### src/rtl/sram_readback_sequencer.sv
// sram_readback_sequencer: drains SRAM addresses 0..N-1 onto a valid/ready byte stream.
// Define READBACK_CRC_EN to build the running CRC-16/CCITT; otherwise CRC is tied to 16'hFFFF.
module sram_readback_sequencer #(
  parameter int ADDR_WIDTH  = 19,
  parameter int DATA_WIDTH  = 8,
  parameter int SRAM_RD_LAT = 2
) (
  input  logic                  CLK,
  input  logic                  RESET_N,
  input  logic                  START,
  input  logic                  ABORT,
  input  logic [ADDR_WIDTH-1:0] LIMIT,
  input  logic                  LIMIT_FULL,
  output logic [ADDR_WIDTH-1:0] SRAM_ADDR,
  output logic                  SRAM_OE_N,
  input  logic [DATA_WIDTH-1:0] SRAM_DATA,
  output logic [DATA_WIDTH-1:0] DOUT,
  output logic                  DOUT_VALID,
  input  logic                  DOUT_READY,
  output logic                  BUSY,
  output logic                  DONE,
  output logic [15:0]           CRC
);

  typedef enum logic [1:0] {
    IDLE,
    READ,
    PRESENT,
    FINISH
  } state_t;

  localparam logic [3:0] LAT_LAST = 4'(SRAM_RD_LAT - 1);
  localparam logic [ADDR_WIDTH-1:0] ONE = ADDR_WIDTH'(1);

  state_t state;
  state_t nxt;

  logic [ADDR_WIDTH-1:0] ptr;
  logic [ADDR_WIDTH-1:0] last;
  logic [3:0]            lat_cnt;

  logic load;
  logic n_zero;
  logic capture;
  logic advance;
  logic acc_byte;
  logic kill;

  // next-state and per-cycle strobes
  always_comb begin
    nxt      = state;
    load     = 1'b0;
    capture  = 1'b0;
    advance  = 1'b0;
    n_zero   = (LIMIT == '0) && !LIMIT_FULL;
    acc_byte = (state == PRESENT) && DOUT_VALID
             && DOUT_READY && !ABORT;
    kill     = ABORT && (state != IDLE);
    unique case (state)
      IDLE: begin
        if (START && !ABORT) begin
          load = 1'b1;
          nxt  = n_zero ? FINISH : READ;
        end
      end
      READ: begin
        if (ABORT) begin
          nxt = IDLE;
        end else if (lat_cnt == LAT_LAST) begin
          capture = 1'b1;
          nxt     = PRESENT;
        end
      end
      PRESENT: begin
        if (ABORT) begin
          nxt = IDLE;
        end else if (acc_byte) begin
          if (ptr == last) begin
            nxt = FINISH;
          end else begin
            advance = 1'b1;
            nxt     = READ;
          end
        end
      end
      FINISH: nxt = IDLE;
      default: nxt = IDLE;
    endcase
  end

  // state, pointer, SRAM control and stream registers
  always_ff @(posedge CLK) begin
    if (!RESET_N) begin
      state      <= IDLE;
      ptr        <= '0;
      last       <= '0;
      lat_cnt    <= '0;
      SRAM_ADDR  <= '0;
      SRAM_OE_N  <= 1'b1;
      DOUT       <= '0;
      DOUT_VALID <= 1'b0;
    end else begin
      state <= nxt;
      if (load) begin
        ptr       <= '0;
        last      <= LIMIT_FULL ? '1 : LIMIT - ONE;
        lat_cnt   <= '0;
        SRAM_ADDR <= '0;
        SRAM_OE_N <= n_zero;
      end
      if (state == READ && !capture) begin
        lat_cnt <= lat_cnt + 4'd1;
      end
      if (capture) begin
        DOUT       <= SRAM_DATA;
        DOUT_VALID <= 1'b1;
        SRAM_OE_N  <= 1'b1;
      end
      if (acc_byte) begin
        DOUT_VALID <= 1'b0;
      end
      if (advance) begin
        ptr       <= ptr + ONE;
        SRAM_ADDR <= ptr + ONE;
        SRAM_OE_N <= 1'b0;
        lat_cnt   <= '0;
      end
      if (kill) begin
        DOUT_VALID <= 1'b0;
        SRAM_OE_N  <= 1'b1;
      end
    end
  end

  assign BUSY = (state == READ) || (state == PRESENT);
  assign DONE = (state == FINISH);

`ifdef READBACK_CRC_EN
  logic [15:0] crc_q;

  function automatic logic [15:0] crc_next(
    input logic [15:0]           c,
    input logic [DATA_WIDTH-1:0] d
  );
    logic [15:0] r;
    logic        fb;
    r = c;
    for (int i = DATA_WIDTH - 1; i >= 0; i--) begin
      fb = r[15] ^ d[i];
      r  = {r[14:0], 1'b0} ^ (fb ? 16'h1021 : 16'h0000);
    end
    return r;
  endfunction

  // CRC over accepted bytes, restarted by each accepted START
  always_ff @(posedge CLK) begin
    if (!RESET_N) begin
      crc_q <= 16'hFFFF;
    end else if (load) begin
      crc_q <= 16'hFFFF;
    end else if (acc_byte) begin
      crc_q <= crc_next(crc_q, DOUT);
    end
  end

  assign CRC = crc_q;
`else
  assign CRC = 16'hFFFF;
`endif

endmodule

### config.mk
export PLATFORM = sky130hd
export DESIGN_NAME = sram_readback_sequencer
export DESIGN_NICKNAME = d
export VERILOG_FILES = /design/src/rtl/sram_readback_sequencer.sv
export SDC_FILE = /design/constraint.sdc
export NUM_CORES = 1
export LEC_CHECK = 0
export ABC_AREA = 1
export CAP_MARGIN = 20
export CORE_MARGIN = 2
export CORE_UTILIZATION = 50
export CTS_CLUSTER_DIAMETER = 120
export CTS_CLUSTER_SIZE = 30
export DETAILED_ROUTE_END_ITERATION = 10
export PLACE_DENSITY_LB_ADDON = 0.12
export SLEW_MARGIN = 20
export SYNTH_ARGS = -nofsm -noshare
export SYNTH_HDL_FRONTEND = slang
export SYNTH_SLANG_ARGS = --single-unit
### constraint.sdc
create_clock -name CLK -period 3.5 [get_ports CLK]
set_input_delay 0.7 -clock CLK [delete_from_list [all_inputs] [get_ports CLK]]
set_output_delay 0.7 -clock CLK [all_outputs]
set_load 0.05 [all_outputs]
==> metrics.txt, run 1 <==
initial DRC count 230; Switching Share 0.3641; Mapped Cells 521; most used flip-flop cell after synthesis dfxtp_1; Setup WS post-layout 909.7 ps; Filler cells 651; max frequency 386.1 MHz; combinational share of power 0.325; # hold bufs at CTS 0; YS warnings 0; Die Wd 87.23 µm; Area growth syn-to-layout 20.59%; post-CTS sizing 0; Int Power 0.001122 W; CTS buffer count 5; final worst-path cycle share 0.7401; CP Data Required Time 2800 ps; Post-Syn Area 3463 µm²; clock share of power 0.257; crit path capture type primary output; peak supply drop 0.0002012 V; CTS root buffer clkbuf_8; CTS tree yes; initial antenna violation count 0; via count 3453; Leakage 1.796 nW; Chip Height 87.23 µm; Synth Area per Inst 6.647 µm²; most common cell in the netlist nand2_1; vias in the first global route 3068; layout cells sized above 1 0.05345; number of clock sinks 54; first-pass GRT wire length 14.86 mm; Avg Vias per Cell 5.232; ANT nets after route 0; sequential area share after synthesis 0.3121; clock skew 9.965 ps; critical path startpoint category flop; core footprint 6756 µm²; Final Hold Vio Count 0; register area 1081 µm²; status finished, final reports clean; synth cell count leaders nand2_1, inv_1, nor2_1; clk slew on worst S/H paths 110 ps; Synth top area share 0.3121; R2R Setup Slk 1490 ps; MaxCap Viol Count 0; Tightest Pin Transition 889.8 ps; dpl hpwl 6.854 mm; Starting Density 0.5126; crit path DAT 1890 ps; slew margin rel. 0.4061; multi-input logic area 1926 µm²; H-tree depth 2; count of buffers from port buffering 63; RSZ-0062 raised after global routing no; dpl ws 901.6 ps; hold depth 2; synthesis-stage register bit count 54; Hold WC Path Type reg2reg; Flop pwr share 0.418; setup TNS 0 ps; Placement Cell Area 4055 µm²; Remaining DRCs 0; r2r endpoint ptr[12]$_SDFFE_PN0P_; clock latency on the worst-skew pair 320 ps; crit path kind reg2out; setup bufs post-CTS 0; Yosys top cell by area dfxtp_1; minimum clock period 2590 ps; Distinct cells, synth 33; Hold Startpoint last[18]$_SDFFE_PN0P_; I/O pin total 80; all-layer global routing usage 0.2423; max-slew violations 0; top post-synthesis cells by area dfxtp_1, nand2_1, inv_1; P_sw 0.0006428 W; mean routed wirelength per cell 13.61 µm; gpl congestion 0.9249; antenna diode count 0; drt total wl 8.981 mm; Reg2Reg Launch Point ptr[1]$_SDFFE_PN0P_; crit-path max FO 4; TritonRoute pass-1 iters 5; asr flop ratio synth 0; largest net degree at the start of global routing 31; Power per Cell Area 422.7 nW/µm²; number of enable flip-flop cells after synthesis 0; post-route cell area 4177 µm²; die area 7608 µm²; GR Overflow Total 0; reg2reg path depth 10; Max Buffers Root-to-Sink 2; # nets final 620; # rows 30; Min-Delay Endpoint last[18]$_SDFFE_PN0P_; final setup fails 0
==> cells by family (layout without fill, tap and decap cells) <==
kind of cell             Yosys count  after routing  synth area share
AO/OA/AOI/OAI                     79             79            0.1268
XOR/XNOR                          28             28           0.07081
adder cells (fa/ha/maj)            8              8           0.02890
buffers and inverters            106            150            0.1481
flip-flops                        54             54            0.3121
other                              1             16          0.001083
AND/OR/NAND/NOR                  245            245            0.3121
==> critical path, stage by stage (launching register included) <==
cell	delay, ps
dfxtp_1	420
inv_1	90
ha_1	280
clkdlybuf4s50_1	790
==> power by group through the flow <==
stage,registers (W),clock network [W],logic (W)
after floorplan,0.000776,0,0.000395
after global placement,0.000748,0,0.000564
after detailed placement,0.000751,0,0.000573
after CTS,0.000736,0.000459,0.000574
after global routing,0.000747,0.000485,0.000634
final,0.000737,0.000454,0.000574
==> metrics by stage <==
step / std cells / util / hold WS (ps) / power [W]
global placement: 652 / 0.6002 / 467.2 / 0.001313
detailed placement: 652 / 0.6002 / 473.4 / 0.001324
finish: 660 / 0.6181 / 487.5 / 0.001765
floorplan: 536 / - / 456.5 / 0.001171
CTS: 660 / 0.6181 / 489.9 / 0.001770
global route: 660 / 0.6181 / 515.1 / 0.001867
==> area by class of cell <==
type                    instances  share of cell area
multi-input cells             376              0.4611
well taps                      80             0.02397
flip-flops and latches         54              0.2588
clock inverters                 2            0.009287
inverters                      74             0.06711
clock buffers                   6             0.01977
repair buffers                 68              0.1600
==> sequential cells by signal, summed over array words and instances (netlist names) <==
| signal | flops |
|---|---|
| DOUT_VALID | 1 |
| last | 19 |
| DOUT | 8 |
| lat_cnt | 4 |
| SRAM_OE_N | 1 |
| state | 2 |
| ptr | 19 |
==> cell usage in the layout (no fill, tap or decap), types with 5 or more instances in the layout <==
| cell | instances |
|---|---|
| nand2_1 | 101 |
| inv_1 | 68 |
| clkdlybuf4s50_1 | 63 |
| nor2_1 | 59 |
| dfxtp_1 | 54 |
| nand3_1 | 46 |
| o21ai_0 | 32 |
| a21oi_1 | 31 |
| xor2_1 | 21 |
| conb_1 | 16 |
| nand4_1 | 14 |
| nor3_1 | 12 |
| ha_1 | 8 |
| xnor2_1 | 7 |
| clkbuf_8 | 6 |
| or2_2 | 5 |
| buf_4 | 5 |
==> per-layer routing <==
layer	vias to the layer above	GRT usage	routed length [µm]
met2	105	0.3935	4167
li1	1761	-	-
met1	1579	0.3436	4245
met3	8	0.02749	454
met4	0	0.06014	114
met5	-	0	0
==> worst max path at each step <==
stage | startpoint | to | slack, ps
final | state[0]$_SDFFE_PN0P_ | BUSY | 910
after global routing | state[0]$_SDFFE_PN0P_ | BUSY | 840
after CTS | state[0]$_SDFFE_PN0P_ | BUSY | 900
after detailed placement | LIMIT[0] | last[12]$_SDFFE_PN0P_ | 900
after global placement | LIMIT[0] | last[12]$_SDFFE_PN0P_ | 970
after floorplan | ptr[0]$_SDFFE_PN0P_ | ptr[12]$_SDFFE_PN0P_ | 1510
Note: power is estimated with default switching activity, not from simulation.
==> run 2, diff against run 1 <==
--- a/config.mk
+++ b/config.mk
@@ -8,7 +8,7 @@
 export ABC_AREA = 1
 export CAP_MARGIN = 20
 export CORE_MARGIN = 2
-export CORE_UTILIZATION = 50
+export CORE_UTILIZATION = 46
 export CTS_CLUSTER_DIAMETER = 120
 export CTS_CLUSTER_SIZE = 30
 export DETAILED_ROUTE_END_ITERATION = 10
==> constraint.sdc (replaced) <==
create_clock -name CLK -period 2.2 [get_ports CLK]
set_input_delay 0.44 -clock CLK [delete_from_list [all_inputs] [get_ports CLK]]
set_output_delay 0.44 -clock CLK [all_outputs]
set_load 0.05 [all_outputs]
==> run 2 against run 1 <==
Sequential power rose by 59%. Clock power rose by 39%. Register-to-register slack got worse by 1200 ps. Worst hold slack improved by 2.9 ps. Non-clock buffer count rose by 11. Via count rose by 0.12%. Die area rose by 8.3%. Final area rose by 2.2%. Global-route usage fell by 2.0 points. Core utilization fell by 3.0 points. Critical path depth fell by 2. Critical path type unchanged.
==> metrics.txt, run 2 (synthesis results as in run 1) <==
Avg Vias per Cell 5.010; crit path DAT 1720 ps; count of buffers from port buffering 63; max frequency 463.4 MHz; die area 8239 µm²; CP peak stage delay 870 ps; # nets final 631; critical path startpoint ptr[3]$_SDFFE_PN0P_; RSZ-0062 raised after global routing no; crit-path max FO 8; setup bufs post-CTS 0; CP Data Required Time 1760 ps; clk slew on worst S/H paths 100 ps; Remaining DRCs 0; MaxCap Viol Count 0; number of clock sinks 54; CTS root buffer clkbuf_8; largest net degree at the start of global routing 31; Met2 Wirelength 4.177 mm; Die Wd 90.77 µm; Power per Cell Area 635.2 nW/µm²; commonest non-fill, non-tap cells in the layout nand2_1, inv_1, clkdlybuf4s50_1; drt total wl 9.048 mm; Final Hold Vio Count 0; all-layer global routing usage 0.2228; # rows 31; via count 3457; GR Overflow Total 0; wire length on met3 453 µm; Top Registers last (19), ptr (19), DOUT (8); cell family with most CP delay buffers and inverters; CTS tree yes; CP Cell Sequence clkdlybuf4s50_1; final hold slack 490.3 ps; Area growth syn-to-layout 23.23%; slowest cell on the critical path clkdlybuf4s50_1; ANT nets after route 0; crit path kind reg2out; gpl congestion 0.9504; peak supply drop 0.0002757 V; Starting Density 0.4775; mean routed wirelength per cell 13.11 µm; final worst-path cycle share 0.9809; max-slew violations 0; dpl hpwl 7.196 mm; minimum clock period 2158 ps; setup TNS 0 ps; WL met1 4.188 mm; crit path capture type primary output; slew margin rel. 0.6588; crit path buf inv count 1; Top Layer Used met4; I/O pin total 80; Hold WC Path Type reg2reg; H-tree depth 2; TritonRoute pass-1 iters 5; CTS buffer count 5; first-pass GRT wire length 15.00 mm; layout cells sized above 1 0.07445; initial DRC count 207; clock skew 9.667 ps; critical path startpoint category flop; vias in the first global route 3118; Hold Startpoint lat_cnt[3]$_SDFFE_PP0P_; # hold bufs at CTS 0; final setup fails 0; clock latency on the worst-skew pair 310 ps; status finished, final reports clean; initial antenna violation count 0; total power 0.002711 W; most common cell after layout, fill and taps aside nand2_1; antenna diode count 0; Reg2Reg Launch Point ptr[1]$_SDFFE_PN0P_; Chip Height 90.77 µm; Max Buffers Root-to-Sink 2; Leakage 1.868 nW; core footprint 7253 µm²; Tightest Pin Transition 510.2 ps
==> run 2: cell count changes in the layout (fill, tap and decap cells not counted) <==
cell             delta
dlymetal6s2s_1      +1
clkinv_4            +1
buf_4              +12
inv_6               -1
bufinv_16           -1
dlygate4sd2_1       +1
ha_2                +1
clkbuf_8            +1
clkdlybuf4s50_1     -3
ha_1                -1
==> run 2: worst paths after layout <==
kind / slack [ps] / end / depth (start not counted)
worst max-delay path: 40 / SRAM_ADDR[3] / 1
worst min-delay path: 490 / lat_cnt[3]$_SDFFE_PP0P_ / 2
worst max register to register: 250 / ptr[12]$_SDFFE_PN0P_ / 10
worst min register to register: 490 / lat_cnt[3]$_SDFFE_PP0P_ / 2
==> run 2: routing by layer <==
layer / global-route usage / vias up
met3: 0.03172 / 21
li1: - / 1781
met5: 0 / -
met4: 0.08333 / 0
met1: 0.3023 / 1555
met2: 0.3595 / 100
==> run 2: area by class of cell <==
type                    count  area [µm²]
inverters                  74       280.3
flip-flops and latches     54        1081
repair buffers             79       749.5
fillers                   715        2985
clock buffers               7       96.34
well taps                  99       123.9
multi-input cells         376        1928
clock inverters             1       8.758
==> run 2: metrics by stage <==
stage	instance area [µm²]	cells	setup WS [ps]	utilization
2_1_floorplan	3520	536	214.1	-
3_3_place_gp	4159	682	81.46	0.5734
3_5_place_dp	4159	682	33.27	0.5734
4_1_cts	4263	690	38.32	0.5877
5_1_grt	4268	690	8.576	0.5884
6_report	4268	690	41.96	0.5884
==> run 2: timing repair <==
item,CTS,global route
endpoints found under the setup margin,1,2
endpoints found under the hold margin,0,0
resized for setup,1,2
gates cloned,0,0
==> run 2: where the power goes <==
group | internal [W] | leakage, nW | switching (W)
combinational | 0.000324 | 1.37 | 0.000584
sequential | 0.00109 | 0.439 | 0.0000858
clock | 0.000289 | 0.0544 | 0.000342
==> run 3, diff against run 2 <==
--- a/config.mk
+++ b/config.mk
@@ -8,8 +8,7 @@
 export ABC_AREA = 1
 export CAP_MARGIN = 20
 export CORE_MARGIN = 2
-export CORE_UTILIZATION = 46
-export CTS_CLUSTER_DIAMETER = 120
+export CORE_UTILIZATION = 45
 export CTS_CLUSTER_SIZE = 30
 export DETAILED_ROUTE_END_ITERATION = 10
 export PLACE_DENSITY_LB_ADDON = 0.12
==> run 3 against run 2 <==
Combinational power is 0.9% higher. Critical path depth unchanged. Sequential power about the same. Fmax rose by 0.64%. Final area fell by 0.15%. Core utilization fell by 1.0 points. Clock-buffer cell count decreased by 2. Die area grew 2.1%. Worst hold slack better by 6.5 ps. Largest cell class unchanged. Largest power group unchanged. Highest routed layer unchanged.
==> metrics.txt, run 3 (synthesis results as in run 1) <==
crit path DAT 1700 ps; initial antenna violation count 0; count of buffers from port buffering 63; Max Buffers Root-to-Sink 2; Die Wd 91.73 µm; final hold slack 496.8 ps; commonest non-fill, non-tap cells in the layout nand2_1, inv_1, clkdlybuf4s50_1; gr busiest metal met2; clk slew on worst S/H paths 100 ps; most common cell after layout, fill and taps aside nand2_1; slew margin rel. 0.6633; via count 3422; Top Registers last (19), ptr (19), DOUT (8); RSZ-0062 raised after global routing no; Setup WS post-layout 55.65 ps; Avg Vias per Cell 4.952; all-layer global routing usage 0.2231; Cell Count, Final, Fillers Out 691; Min-Delay Endpoint lat_cnt[3]$_SDFFE_PP0P_; minimum clock period 2144 ps; number of clock sinks 54; dpl hpwl 7.177 mm; clock latency on the worst-skew pair 310 ps; dpl ws 8.927 ps; TritonRoute pass-1 iters 4; P_sw 0.001019 W; final setup fails 0; Tightest Pin Transition 503.5 ps; R2R Setup Slk 300 ps; # hold bufs at CTS 0; reg2reg path depth 11; final worst-path cycle share 0.9747; critical path startpoint category flop; layout cells sized above 1 0.07770; cell family with most CP delay buffers and inverters; mean routed wirelength per cell 12.94 µm; Int Power 0.001641 W; Power per Cell Area 624.2 nW/µm²; drt total wl 8.942 mm; Chip Height 91.73 µm; GR Overflow Total 0; core footprint 7370 µm²; Starting Density 0.4699; largest net degree at the start of global routing 31; Leakage 1.855 nW; placed cells 683; Flop pwr share 0.441; first-pass GRT wire length 15.35 mm; Remaining DRCs 0; met1 usage 0.3108; combinational share of power 0.344; CP peak stage delay 870 ps; ANT nets after route 0; CTS buffer count 5; peak supply drop 0.0002734 V; vias in the first global route 3213; CTS root buffer clkbuf_8; CP Cell Sequence clkdlybuf4s50_1; H-tree depth 2; Hold WC Path Type reg2reg; slowest cell on the critical path clkdlybuf4s50_1; clock skew 8.352 ps; hold depth 2; Final Hold Vio Count 0; setup TNS 0 ps; r2r endpoint ptr[0]$_SDFFE_PN0P_; Switching Share 0.3832; antenna diode count 0; # rows 31; max-slew violations 0; max frequency 466.3 MHz; met3 usage 0.03040; # nets final 632; crit path capture type primary output; Area growth syn-to-layout 23.05%; status finished, final reports clean; CP Data Required Time 1760 ps; Reg2Reg Launch Point ptr[3]$_SDFFE_PN0P_; crit path kind reg2out; met2 GRT Util 0.3676; initial DRC count 178; Hold Startpoint lat_cnt[3]$_SDFFE_PP0P_; gpl congestion 0.9167; CTS tree yes; die area 8414 µm²; crit-path max FO 8; clock share of power 0.215; MaxCap Viol Count 0; I/O pin total 80; crit path buf inv count 1
## run 3: power groups by stage
stage	clock [W]	sequential [W]	combinational, W
5_1_grt	0.000636	0.00119	0.00103
3_5_place_dp	0	0.00120	0.000915
3_3_place_gp	0	0.00119	0.000905
6_report	0.000571	0.00117	0.000916
4_1_cts	0.000586	0.00117	0.000919
2_1_floorplan	0	0.00123	0.000629
## run 3: how the worst max path moves through the flow
stage | start | to | depth (start not counted)
global route | ptr[6]$_SDFFE_PN0P_ | SRAM_ADDR[6] | 1
finish | ptr[3]$_SDFFE_PN0P_ | SRAM_ADDR[3] | 1
global placement | LIMIT[7] | last[12]$_SDFFE_PN0P_ | 9
detailed placement | LIMIT[0] | last[12]$_SDFFE_PN0P_ | 10
floorplan | ptr[0]$_SDFFE_PN0P_ | ptr[12]$_SDFFE_PN0P_ | 10
CTS | ptr[2]$_SDFFE_PN0P_ | SRAM_ADDR[2] | 1
## run 3: worst reg2reg max path, stage by stage, from the launching register on
cell,delay (ps)
dfxtp_1,520
nand2_1,90
nand2_1,70
nand2_1,50
nor2_1,120
nand2_1,100
nor2_2,150
nand2_4,100
nand2_4,210
inv_4,140
o21ai_0,210
nor2_1,60
## run 3: layer usage
| layer | routed length (µm) | share of wire |
|---|---|---|
| met2 | 4093 | 0.46 |
| met3 | 389 | 0.044 |
| met4 | 114 | 0.013 |
| met5 | 0 | 0 |
| met1 | 4345 | 0.49 |
## run 3: area by class of cell
| type | instances | area [µm²] |
|---|---|---|
| Tap cell | 99 | 123.9 |
| Sequential cell | 54 | 1081 |
| Multi-Input combinational cell | 376 | 1928 |
| Clock buffer | 5 | 68.82 |
| Inverter | 74 | 280.3 |
| Clock inverter | 3 | 23.77 |
| Fill cell | 752 | 3108 |
| Timing Repair Buffer | 80 | 755.7 |
## run 3: timing repair
item / 4_1_cts / 5_1_grt
endpoints found under the setup margin: 0 / 2
gates resized for setup: 0 / 2
setup buffers: 0 / 0
## run 3: through the flow
step | instance area [µm²] | total power [W] | utilization
global placement | 4164 | 0.002097 | 0.5650
CTS | 4257 | 0.002678 | 0.5776
finish | 4262 | 0.002660 | 0.5783
floorplan | 3520 | 0.001863 | -
global route | 4262 | 0.002856 | 0.5783
detailed placement | 4164 | 0.002111 | 0.5650
